<file path="src/rtl/snn_pkg.sv">
// Shared types and default widths for the SNN output-decoding blocks.
package snn_pkg;

  localparam int DEFAULT_NEURONS     = 8;
  localparam int DEFAULT_COUNT_BITS  = 8;
  localparam int DEFAULT_WINDOW_BITS = 8;

  typedef enum logic [1:0] {
    IDLE  = 2'd0,
    ACCUM = 2'd1,
    SCAN  = 2'd2,
    HOLD  = 2'd3
  } dec_state_t;

endpackage

</file>
<file path="src/rtl/sat_counter.sv">
// Per-neuron spike counter that sticks at all-ones instead of wrapping.
module sat_counter #(
  parameter int WIDTH = 8
) (
  input  logic             clk,
  input  logic             rst_n,
  input  logic             clear,
  input  logic             inc,
  output logic [WIDTH-1:0] value
);

  always_ff @(posedge clk or negedge rst_n) begin
    if (!rst_n) begin
      value <= '0;
    end else if (clear) begin
      value <= '0;
    end else if (inc && (value != '1)) begin
      value <= value + 1'b1;
    end
  end

endmodule

</file>
<file path="src/rtl/spike_rate_decoder.sv">
// Rate decoder: counts output-layer spikes over a window, then reports the
// most active neuron (lowest index on ties) through a valid/ready handshake.
module spike_rate_decoder
  import snn_pkg::*;
#(
  parameter int NEURONS     = DEFAULT_NEURONS,
  parameter int COUNT_BITS  = DEFAULT_COUNT_BITS,
  parameter int WINDOW_BITS = DEFAULT_WINDOW_BITS
) (
  input  logic                       clk,
  input  logic                       rst_n,
  input  logic                       start,
  input  logic                       enable,
  input  logic [NEURONS-1:0]         spikes,
  input  logic [WINDOW_BITS-1:0]     window_len,
  input  logic                       result_ready,
  output logic                       result_valid,
  output logic [$clog2(NEURONS)-1:0] result_class,
  output logic [COUNT_BITS-1:0]      result_count,
  output logic                       busy
);

  localparam int IDX_W = $clog2(NEURONS);

  dec_state_t             state;
  logic [WINDOW_BITS-1:0] win_len_q;
  logic [WINDOW_BITS-1:0] step_q;
  logic [IDX_W-1:0]       scan_idx;
  logic [IDX_W-1:0]       best_class;
  logic [COUNT_BITS-1:0]  best_count;
  logic [COUNT_BITS-1:0]  counts [NEURONS];

  logic                   accum_step;
  logic                   last_step;
  logic                   last_idx;
  logic [COUNT_BITS-1:0]  cand_count;
  logic [IDX_W-1:0]       cand_class;

  // start has priority over counting so a restart never leaks a stray spike
  assign accum_step = (state == ACCUM) && enable && !start;

  for (genvar i = 0; i < NEURONS; i++) begin : g_cnt
    sat_counter #(.WIDTH(COUNT_BITS)) u_cnt (
      .clk   (clk),
      .rst_n (rst_n),
      .clear (start),
      .inc   (accum_step & spikes[i]),
      .value (counts[i])
    );
  end

  always_comb begin
    last_step  = (step_q == (win_len_q - 1'b1));
    last_idx   = (scan_idx == IDX_W'(NEURONS - 1));
    cand_count = best_count;
    cand_class = best_class;
    if (counts[scan_idx] > best_count) begin
      cand_count = counts[scan_idx];
      cand_class = scan_idx;
    end
  end

  always_ff @(posedge clk or negedge rst_n) begin
    if (!rst_n) begin
      state        <= IDLE;
      win_len_q    <= '0;
      step_q       <= '0;
      scan_idx     <= '0;
      best_class   <= '0;
      best_count   <= '0;
      result_valid <= 1'b0;
      result_class <= '0;
      result_count <= '0;
      busy         <= 1'b0;
    end else if (start) begin
      win_len_q    <= window_len;
      step_q       <= '0;
      scan_idx     <= '0;
      best_class   <= '0;
      best_count   <= '0;
      result_valid <= 1'b0;
      busy         <= 1'b1;
      state        <= (window_len == '0) ? SCAN : ACCUM;
    end else begin
      case (state)
        IDLE: ;
        ACCUM: begin
          if (enable) begin
            step_q <= step_q + 1'b1;
            if (last_step) begin
              state      <= SCAN;
              scan_idx   <= '0;
              best_class <= '0;
              best_count <= '0;
            end
          end
        end
        SCAN: begin
          best_count <= cand_count;
          best_class <= cand_class;
          scan_idx   <= scan_idx + 1'b1;
          if (last_idx) begin
            state        <= HOLD;
            result_valid <= 1'b1;
            result_class <= cand_class;
            result_count <= cand_count;
            busy         <= 1'b0;
          end
        end
        HOLD: begin
          if (result_ready) begin
            result_valid <= 1'b0;
            state        <= IDLE;
          end
        end
        default: state <= IDLE;
      endcase
    end
  end

endmodule

</file>
<file path="config.mk">
export PLATFORM = sky130hd
export DESIGN_NAME = spike_rate_decoder
export DESIGN_NICKNAME = d
export VERILOG_FILES = /design/src/rtl/snn_pkg.sv /design/src/rtl/sat_counter.sv /design/src/rtl/spike_rate_decoder.sv
export SDC_FILE = /design/constraint.sdc
export NUM_CORES = 1
export LEC_CHECK = 0
export ABC_AREA = 1
export BUFFER_PORTS_ARGS = -buffer_cell sky130_fd_sc_hd__buf_2
export CAP_MARGIN = 20
export CORE_MARGIN = 2
export CORE_UTILIZATION = 50
export DETAILED_ROUTE_END_ITERATION = 6
export GPL_TIMING_DRIVEN = 1
export PLACE_DENSITY = 0.72
export SYNTH_ARGS = -nofsm -noshare
export SYNTH_HDL_FRONTEND = slang
export SYNTH_HIERARCHICAL = 1
export SYNTH_SLANG_ARGS = --single-unit
</file>
<file path="constraint.sdc">
create_clock -name clk -period 2.95 [get_ports clk]
set_input_delay 0.295 -clock clk [delete_from_list [all_inputs] [get_ports clk]]
set_output_delay 0.295 -clock clk [all_outputs]
set_load 0.01 [all_outputs]
</file>
==> results.txt <==
DRC viols: 0
Synth area leader: dfrtp_1
Worst reg-to-reg setup slack: 0.23 ns
Worst setup SP type: register
Routed vias: 6787
Share of cells above drive strength 1: 11.5%
Die area: 15500 um2
Post-synthesis sequential element count: 109
Clk slew on worst S/H paths: 0.08 ns
Crit Path Max Fanout: 22
Synth warn: 6
Syn avg cell area: 6.79 um2
Sink Count: 109
First-pass GRT wire length: 29.6 mm
Initial Util: 50.6%
Core footprint: 14400 um2
Combinational power share: 44.5%
Share of total power in sequential cells: 32.4%
Area share of the largest cell type after synthesis: 37.5%
Max-slew violation count: 0
Vias in the first global route: 6203
Top cells by count, synth: nand2_1 (319), inv_1 (132), nand3_1 (115), nor2_1 (115), dfrtp_1 (109)
Die height: 125 um
Die Wd: 125 um
Fillers: 1383
Vias per cell: 5.25
Worst-case clock buffer depth: 2
Clk Latency, worst-skew pair: 0.36 ns
Port Buffers: 33
Final setup vio count: 0
Layout area overhead: 9.90%
Total gr overflow: 0
DR iter-0 viols: 553
Area contributors post-synth: dfrtp_1 (38%), nand2_1 (16%), nand3_1 (7.9%)
Multi-input logic area: 3860 um2
Sw power: 2.39 mW
Post-synth EDFFs: 0
Mapped Cells: 1071
CP endpoint kind: register
Nets: 1145
Overall power: 5.49 mW
Initial antenna violation count: 0
DP HPWL: 12.6 mm
Syn_nets: 1112
Synth unique cells: 31
Status: finished, final reports clean
Post-Route WL: 17.1 mm
WS Path Type: register to register
Final worst-path cycle share: 92.2%
Gpl congestion: 0.869
Tightest Pin Transition: 0.701 ns
Num CTS Buffers: 9
Asr flop ratio synth: 100%
Reg area: 2730 um2
Peak VDD IR: 0.403 mV
Drt pass-1 iters: 5
Clock Skews: 0.00900 ns
Overall Global Routing Usage: 23.0%
Hold Path Class: input port to register
Mapped Area: 7270 um2
Internal Power: 3.10 mW
CTS root buf: clkbuf_16
Cell Rows: 44
Crit path time final: 2.72 ns
Setup TNS Final: 0 ns
CTS tree: done
Routed len/inst: 13.2 um
Ports: 34
Largest net degree at the start of global routing: 65
Power Dens Cells: 688 nW/um2
Worst relative slew slack: 53.2%
Max Cap Viol: 0
Worst path arrival time: 2.97 ns
Final hold viol count: 0
Dpl cells: 1276
Lkg Pwr: 4.00 nW
Power share of the clock group: 23.1%
Depth of the CTS H-tree: 3
Post-synthesis sequential area ratio: 37.5%
Ant diodes: 0
Final Non-Filler Cells: 1293
Sw Ratio: 43.6%
Final ANT Viol Nets: 0
WP data required: 3.20 ns
Main synth FF type: dfrtp_1
Count leader, synth: nand2_1
Max frequency: 0.368 GHz
-- state kept, by name, indices dropped and copies added, names as in the netlist --
| register | count |
|---|---|
| g_cnt.u_cnt/value | 64 |
| best_count | 8 |
| busy | 1 |
| win_len_q | 8 |
| step_q | 8 |
| best_class | 3 |
| result_valid | 1 |
| scan_idx | 3 |
| state | 2 |
| result_count | 8 |
| result_class | 3 |
-- worst max-delay path, cell delays in order (launching register included) --
cell,delay [ns]
dfrtp_1,0.47
inv_2,0.15
buf_12,0.18
o21ai_0,0.21
o211ai_1,0.13
o21ai_0,0.15
inv_1,0.07
ha_1,0.28
nand2_1,0.06
o21ai_0,0.16
nand2_1,0.07
o211ai_1,0.13
buf_4,0.23
nand3_1,0.14
nand3_1,0.13
nand2_1,0.05
-- per-layer routing --
metal	track usage, %	up-vias	routed length (um)
li1	-	3494	-
met1	32.7	3101	8360
met2	36.6	170	7660
met3	4.60	22	872
met4	5.16	0	222
met5	0	-	0
-- cells in the final DEF, fill, tap and decap left out, types with 10 or more instances in the layout --
cell and n:
a21oi_1 42, buf_2 32, dfrtp_1 109, ha_1 20, inv_1 132, nand2_1 318, nand2_2 21, nand2_4 10
nand3_1 115, nor2_1 115, nor2_2 18, nor3_1 19, o21ai_0 49, o21ai_1 14, o21bai_1 16
-- power by group through the flow --
stage	Clock (mW)	Combinational (mW)	Sequential, mW
after floorplan	0	1.83	1.76
after global placement	0	2.40	1.80
after detailed placement	0	2.39	1.80
after CTS	1.30	2.40	1.78
after global routing	1.35	2.83	1.80
final	1.27	2.44	1.78
-- stage by stage --
stage | util (%) | area [um2] | hold slack (ns) | setup slack [ns]
2_1_floorplan | - | 7270 | -0.000591 | 0.622
3_3_place_gp | 53.4 | 7670 | 0.342 | 0.298
3_5_place_dp | 53.4 | 7670 | 0.343 | 0.221
4_1_cts | 55.6 | 7980 | 0.143 | 0.198
5_1_grt | 55.6 | 7990 | 0.158 | -0.0126
6_report | 55.6 | 7990 | 0.155 | 0.229
-- timing repair --
action / CTS / global route
hold endpoints to repair: 45 / 0
setup endpoints to repair: 0 / 22
buffers inserted: 0 / 0
gates resized for setup: 0 / 1
hold buffers: 1 / 0
-- logic make-up (layout without fill, tap and decap cells) --
logic type	Yosys count	after routing	synth area share [%]
AND/OR/NAND/NOR	624	624	37.3
buffers and inverters	164	202	9.37
AO/OA/AOI/OAI	149	149	11.8
flip-flops	109	109	37.5
adder cells (fa/ha/maj)	20	20	3.44
XOR/XNOR	5	5	0.603
-- final cells by class --
cell class / instances / share of cell area (%)
clock buffers: 10 / 2.99
flip-flops and latches: 109 / 34.2
clock inverters: 6 / 0.862
repair buffers: 43 / 3.54
inverters: 143 / 7.22
well taps: 184 / 2.88
multi-input cells: 798 / 48.3
-- path summary, 6_finish.rpt --
kind                                           startpoint                             endpoint  depth (start not counted)
worst max-delay path              scan_idx[0]$_DFFE_PN0P_          result_count[6]$_DFFE_PN0P_                         15
worst min-delay path                        window_len[6]             win_len_q[6]$_DFFE_PN0P_                          3
worst max register to register    scan_idx[0]$_DFFE_PN0P_          result_count[6]$_DFFE_PN0P_                         15
worst min register to register  best_count[6]$_DFFE_PN0P_            best_count[6]$_DFFE_PN0P_                          2
max in group asynchronous                           rst_n  g_cnt[2].u_cnt/value[6]$_DFFE_PN0P_                          3
min in group asynchronous                           rst_n             win_len_q[3]$_DFFE_PN0P_                          2
No activity file was read; power rests on OpenSTA's default activity.
